### src/rtl/slave_arbiter.sv
// Round-robin arbiter that shares one slave target between NUM_MASTERS requesters.
// Optional ack-wait timeout is built when SLAVE_ARB_TIMEOUT_EN is defined.
module slave_arbiter #(
  parameter int unsigned NUM_MASTERS    = 2,
  parameter int unsigned GAP_CYCLES     = 2,
  parameter int unsigned TIMEOUT_CYCLES = 64
) (
  input  logic                      clk,
  input  logic                      rst,
  input  logic [NUM_MASTERS-1:0]    m_req,
  input  logic [NUM_MASTERS-1:0]    m_cmd,
  input  logic [32*NUM_MASTERS-1:0] m_wdata,
  output logic [NUM_MASTERS-1:0]    m_ack,
  output logic [NUM_MASTERS-1:0]    m_err,
  output logic [31:0]               m_rdata,
  output logic [1:0]                grant_id,
  output logic                      busy,
  output logic                      slave_req,
  output logic                      slave_cmd,
  output logic [31:0]               slave_wdata,
  input  logic                      slave_ack,
  input  logic [31:0]               slave_rdata
);

  localparam int unsigned GapW = (GAP_CYCLES > 1) ? $clog2(GAP_CYCLES) : 1;

  typedef enum logic [2:0] {StIdle, StReq, StAckHi, StAckLo, StDone, StGap} state_e;

  state_e                 state;
  logic [1:0]             ptr;
  logic [GapW-1:0]        gap_cnt;
  logic                   found;
  logic [1:0]             pick;
  logic [NUM_MASTERS-1:0] grant_oh;
  logic                   timeout;

  function automatic logic [1:0] rr_idx(input logic [1:0] base, input int k);
    int s;
    s = int'(base) + k;
    if (s >= int'(NUM_MASTERS)) s = s - int'(NUM_MASTERS);
    return 2'(s);
  endfunction

  // Scan from the highest offset down so the lowest offset from ptr wins.
  always_comb begin
    found = 1'b0;
    pick  = ptr;
    for (int k = int'(NUM_MASTERS) - 1; k >= 0; k--) begin
      if (m_req[rr_idx(ptr, k)]) begin
        found = 1'b1;
        pick  = rr_idx(ptr, k);
      end
    end
  end

  always_comb begin
    grant_oh           = '0;
    grant_oh[grant_id] = 1'b1;
  end

`ifdef SLAVE_ARB_TIMEOUT_EN
  localparam int unsigned ToW = (TIMEOUT_CYCLES > 1) ? $clog2(TIMEOUT_CYCLES) : 1;
  logic [ToW-1:0] to_cnt;

  always_ff @(posedge clk) begin
    if (rst || state != StAckHi) begin
      to_cnt <= '0;
    end else begin
      to_cnt <= to_cnt + 1'b1;
    end
  end

  assign timeout = (state == StAckHi) && !slave_ack && (to_cnt == ToW'(TIMEOUT_CYCLES - 1));
`else
  assign timeout = 1'b0;
`endif

  always_ff @(posedge clk) begin
    if (rst) begin
      state       <= StIdle;
      ptr         <= '0;
      gap_cnt     <= '0;
      grant_id    <= '0;
      busy        <= 1'b0;
      slave_req   <= 1'b0;
      slave_cmd   <= 1'b0;
      slave_wdata <= '0;
      m_ack       <= '0;
      m_err       <= '0;
      m_rdata     <= '0;
    end else begin
      unique case (state)
        StIdle: begin
          if (found) begin
            grant_id    <= pick;
            slave_cmd   <= m_cmd[pick];
            slave_wdata <= m_wdata[{pick, 5'd0} +: 32];
            busy        <= 1'b1;
            state       <= StReq;
          end
        end
        StReq: begin
          slave_req <= 1'b1;
          state     <= StAckHi;
        end
        StAckHi: begin
          if (slave_ack) begin
            state <= StAckLo;
          end else if (timeout) begin
            slave_req <= 1'b0;
            m_ack     <= grant_oh;
            m_err     <= grant_oh;
            m_rdata   <= '0;
            state     <= StDone;
          end
        end
        StAckLo: begin
          if (!slave_ack) begin
            slave_req <= 1'b0;
            m_ack     <= grant_oh;
            m_rdata   <= slave_cmd ? 32'd0 : slave_rdata;
            state     <= StDone;
          end
        end
        StDone: begin
          m_ack   <= '0;
          m_err   <= '0;
          m_rdata <= '0;
          ptr     <= (grant_id == 2'(NUM_MASTERS - 1)) ? 2'd0 : grant_id + 2'd1;
          gap_cnt <= '0;
          state   <= StGap;
        end
        StGap: begin
          if (gap_cnt == GapW'(GAP_CYCLES - 1)) begin
            busy  <= 1'b0;
            state <= StIdle;
          end else begin
            gap_cnt <= gap_cnt + 1'b1;
          end
        end
        default: state <= StIdle;
      endcase
    end
  end

endmodule

### config.mk
export PLATFORM = sky130hd
export DESIGN_NAME = slave_arbiter
export DESIGN_NICKNAME = d
export VERILOG_FILES = /design/src/rtl/slave_arbiter.sv
export SDC_FILE = /design/constraint.sdc
export NUM_CORES = 1
export LEC_CHECK = 0
export CAP_MARGIN = 10
export CORE_MARGIN = 3
export CORE_UTILIZATION = 62
export DETAILED_ROUTE_END_ITERATION = 8
export DONT_BUFFER_PORTS = 1
export PLACE_DENSITY = 0.78
export REMOVE_ABC_BUFFERS = 1
export SLEW_MARGIN = 20
export SYNTH_ARGS = -nofsm -noshare
export SYNTH_HDL_FRONTEND = slang
export SYNTH_SLANG_ARGS = --single-unit
export TNS_END_PERCENT = 100
### constraint.sdc
create_clock -name clk -period 3 [get_ports clk]
set_input_delay 0.3 -clock clk [delete_from_list [all_inputs] [get_ports clk]]
set_output_delay 0.3 -clock clk [all_outputs]
set_load 0.1 [all_outputs]
==> results <==
- The run finished with clean final reports.
- The sequential power share is 57.2%.
- The worst min-delay path class is in2reg.
- The number of placed I/O pins is 176.
- The instance count along the most critical hold path is 1.
- The arrival time of data at the critical path endpoint is 2140 ps.
- The largest total area in the synthesized netlist belongs to dfxtp_1.
- The clock network accounts for 30.6% of the total power.
- The worst path in the final design needs a cycle of 1870 ps, including I/O delays and setup.
- The largest fanout of any net on the critical path is 25.
- The clock network latency to the later pin of the worst-skew pair is 330 ps.
- The startpoint of the lowest-slack register-to-register path is state[0]$_SDFFE_PP0P_.
- The number of standard cells after synthesis is 299.
- For the final database, setup skew stands at 6.44 ps.
- The part of the total power dissipated in combinational logic is 12.2%.
- The number of global-route vias before repair is 2137.
- The share of the clock period used by the worst path after layout is 62.3%.
- For this configuration, the core starts out at a cell density of 64.7%.
- The number of synthesized flops with an enable pin is 0.
- The largest voltage drop on the vdd net is 0.000424 V.
- Across all layers, the routed design uses 2322 vias.
- The share of synthesized area in the top cell type comes to 49.8%.
- The post-route netlist has 19.6% of its cells at a drive strength greater than 1.
- The leading register cell type out of synthesis is dfxtp_1.
- The floorplan step set the die width to 76.7 um.
- The number of cell rows is 25.
- For this run, the total global-route usage over all layers was measured as 23.2%.
- The worst min-delay path startpoint is rst.
- The tightest slew margin relative to the limit is 24.9%.
- TritonCTS built the clock tree.
- The net count reported at finish is 389.
- The fraction of registers with async set/reset is 0%.
- The number of synthesis warnings is 0.
- Across the run, the number of max-cap violations was 0.
- Clock tree synthesis selected as its root buffer the cell clkbuf_8.
- The cell area that synthesis handed to floorplanning was 3100 sq um.
- For hold timing, the worst endpoint is slave_wdata[17]$_SDFFE_PP0P_.
- The count of inserted antenna diode cells is 0.
- The critical path launch point type is a flip-flop.
- The first global-routing pass estimated 10700 um of wire.
- After the first detailed-routing iteration, the DRC count stood at 167.
- Entering global routing, the biggest net connects 48 pins.
- The tree built by TritonCTS fans out to 77 sinks.
- The number of endpoints failing setup at the final stage is 0.
- STA classifies the critical path endpoint as a flip-flop.
- The post-CTS repair timing setup buffer count is 0.
- By count the netlist is led by dfxtp_1 (77), nor2_1 (45), a22oi_1 (32), a32o_1 (32), a22o_2 (24).
- The non-filler instance count after layout is 358.
- The critical path in this run is classified as reg2reg.
- Dividing the detail-routed via count by the number of cells gives 6.49.
- Each instance of the synthesized netlist takes up on average 10.4 sq um.
- The number of DRC violations after detailed routing is 0.
- For this run, the slowest stage of the critical path takes 430 ps.
- The global route total overflow is 0.
- The post-detailed-route wirelength per cell is 19.6 um.
- The worst reg2reg path depth is 5.
- The switching power of the nets is 1.04 mW.
- Before antenna repair, the detailed router went through 4 iterations.
- After clock tree synthesis, the clock-pin slew on the worst setup and hold paths is 80 ps.
- The quantity of I/O buffers inserted on ports is 0.
- The routability congestion estimate is 0.772.
- Counting flops and latches in the post-synthesis netlist gives 77.
- The signal on the critical path passes through nor3_2 -> a21boi_2 -> buf_4 -> a22oi_1 -> nor2_1.
- The static leakage is 1.23 nW.
- The library cell with the highest instance count after synthesis is dfxtp_1.
- Cell internal power was estimated by the tool at 1.71 mW.
- Counting buffers and inverters, the worst setup path is 5 cells deep.
- The final number of hold-violating endpoints is 0.
- The number of hold-repair buffers added at the cts stage is 0.
- The detailed-route wire length is 7020 um.
- Setup repair after global routing left no endpoint under its margin.
- The endpoint identified for the worst register-to-register timing path is slave_wdata[9]$_SDFFE_PP0P_.
- The worst register-to-register path has a setup slack of 1130 ps.
- In this run the vertical extent of the chip is 76.7 um.
- The max-slew violation count came to 0.
- The slowest stage of the critical path belongs to the cell dfxtp_1.
- Adding up every negative setup slack in the final design gives 0 ps.
- Yosys attributes the largest share of cell area to dfxtp_1 (50%), a32o_1 (10%), a22o_2 (7.8%).
- The distinct cell type count after synthesis is 41.
- The region available for standard cell placement spans 4790 sq um.
- The post-cts repair resize count is 0.
- The floorplan step defined a die boundary enclosing 5880 sq um.
- Hold is met by 31.7 ps.
- The initial antenna violation count is 0.
- Once detailed placement completed, the half-perimeter wirelength came to 5050 um.
- The critical path data required time is 3270 ps.
- After detailed placement, the design holds a cell count of 342.
- The number of H-tree levels is 3.
- The worst-case clock buffer depth is 2.
- Broken down by cell family, the worst path's largest delay share belongs to simple AND/OR/NAND/NOR gates.
- The transition at the pin with the smallest max-transition slack is 1120 ps.
- After synthesis, flip-flops and latches occupy 49.8% of the total area.
- Compared with the post-synthesis result, the final layout area differs by 6.79%.
- In this run the power density over the cells is 833 nW/um^2.
- The switching share of total power is 37.9%.
- Buffers inserted during clock tree synthesis total 9.
- For this run, the top clock speed supported by timing is 535 MHz.
- The residual antenna-violating net count after detailed routing is 0.
- The count of filler cells inserted in the layout is 384.
- Cells fill 69.1% of the core in the end.
- The number of buffers and inverters on the critical path is 1.
- The overall power of the completed layout is 2.75 mW.
==> through the flow <==
stage	instance area [sq um]	worst slack [ps]
after floorplan	2930	835
after global placement	3080	929
after detailed placement	3080	857
after CTS	3300	843
after global routing	3310	882
final	3310	1130
==> how the worst max path moves through the flow <==
stage | from | end | slack, ps
3_3_place_gp | state[0]$_SDFFE_PP0P_ | m_rdata[8]$_SDFFE_PP0P_ | 930
5_1_grt | state[0]$_SDFFE_PP0P_ | slave_wdata[24]$_SDFFE_PP0P_ | 880
3_5_place_dp | state[0]$_SDFFE_PP0P_ | m_rdata[15]$_SDFFE_PP0P_ | 860
4_1_cts | state[0]$_SDFFE_PP0P_ | m_rdata[15]$_SDFFE_PP0P_ | 840
6_report | state[0]$_SDFFE_PP0P_ | slave_wdata[9]$_SDFFE_PP0P_ | 1130
2_1_floorplan | ptr[0]$_SDFFE_PP0N_ | slave_wdata[24]$_SDFFE_PP0P_ | 830
==> power by group through the flow <==
stage	Combinational, mW	Sequential [mW]	Clock (mW)
global route	0.374	1.58	0.922
floorplan	0.228	1.62	0
detailed placement	0.339	1.60	0
CTS	0.341	1.57	0.870
finish	0.337	1.57	0.843
global placement	0.334	1.59	0
==> cells by family after synthesis <==
family / synth area share (%)
and+or+nand+nor: 10.3
AOI/OAI and AO/OA: 32.4
muxes: 1.29
adders and majority gates: 0.323
other: 0.121
DFF: 49.8
buffers and inverters: 5.74
==> sequential cells by signal, summed over array words and instances (netlist names) <==
register,count
state,3
m_ack,2
ptr,2
gap_cnt,1
grant_id,2
slave_req,1
busy,1
slave_cmd,1
m_rdata,32
slave_wdata,32
==> layer usage <==
| metal | vias to the layer above | global-route usage, % | part of all wire, % |
|---|---|---|---|
| met4 | 0 | 12.0 | 2.0 |
| li1 | 1112 | - | - |
| met5 | - | 0 | 0 |
| met3 | 12 | 8.57 | 10 |
| met1 | 1060 | 25.2 | 38 |
| met2 | 138 | 39.5 | 50 |
==> layout by cell type (no fill, tap or decap), drive strengths merged, types with 2 or more instances in the layout <==
master and instances:
o21ai 3, a21boi 2, nand2b 3, nor3 3
a32o 32, mux2i 4, a21oi 8, bufinv 2
clkbuf 10, nand3 2, a22oi 32, nor2 46
a22o 32, nand2 5, clkinv 3, conb 2
dfxtp 77, buf 8
==> area by class of cell <==
cell class                 instances  area [sq um]  area share (%)
clock buffer                      10           138            4.16
clock inverter                     6          86.3            2.61
inverter                           1          3.75           0.114
multi-input combinational        189          1390            42.1
sequential                        77          1540            46.6
tap                               67          83.8            2.53
timing repair buffer               8          60.1            1.82
Note: power is estimated with default switching activity, not from simulation.
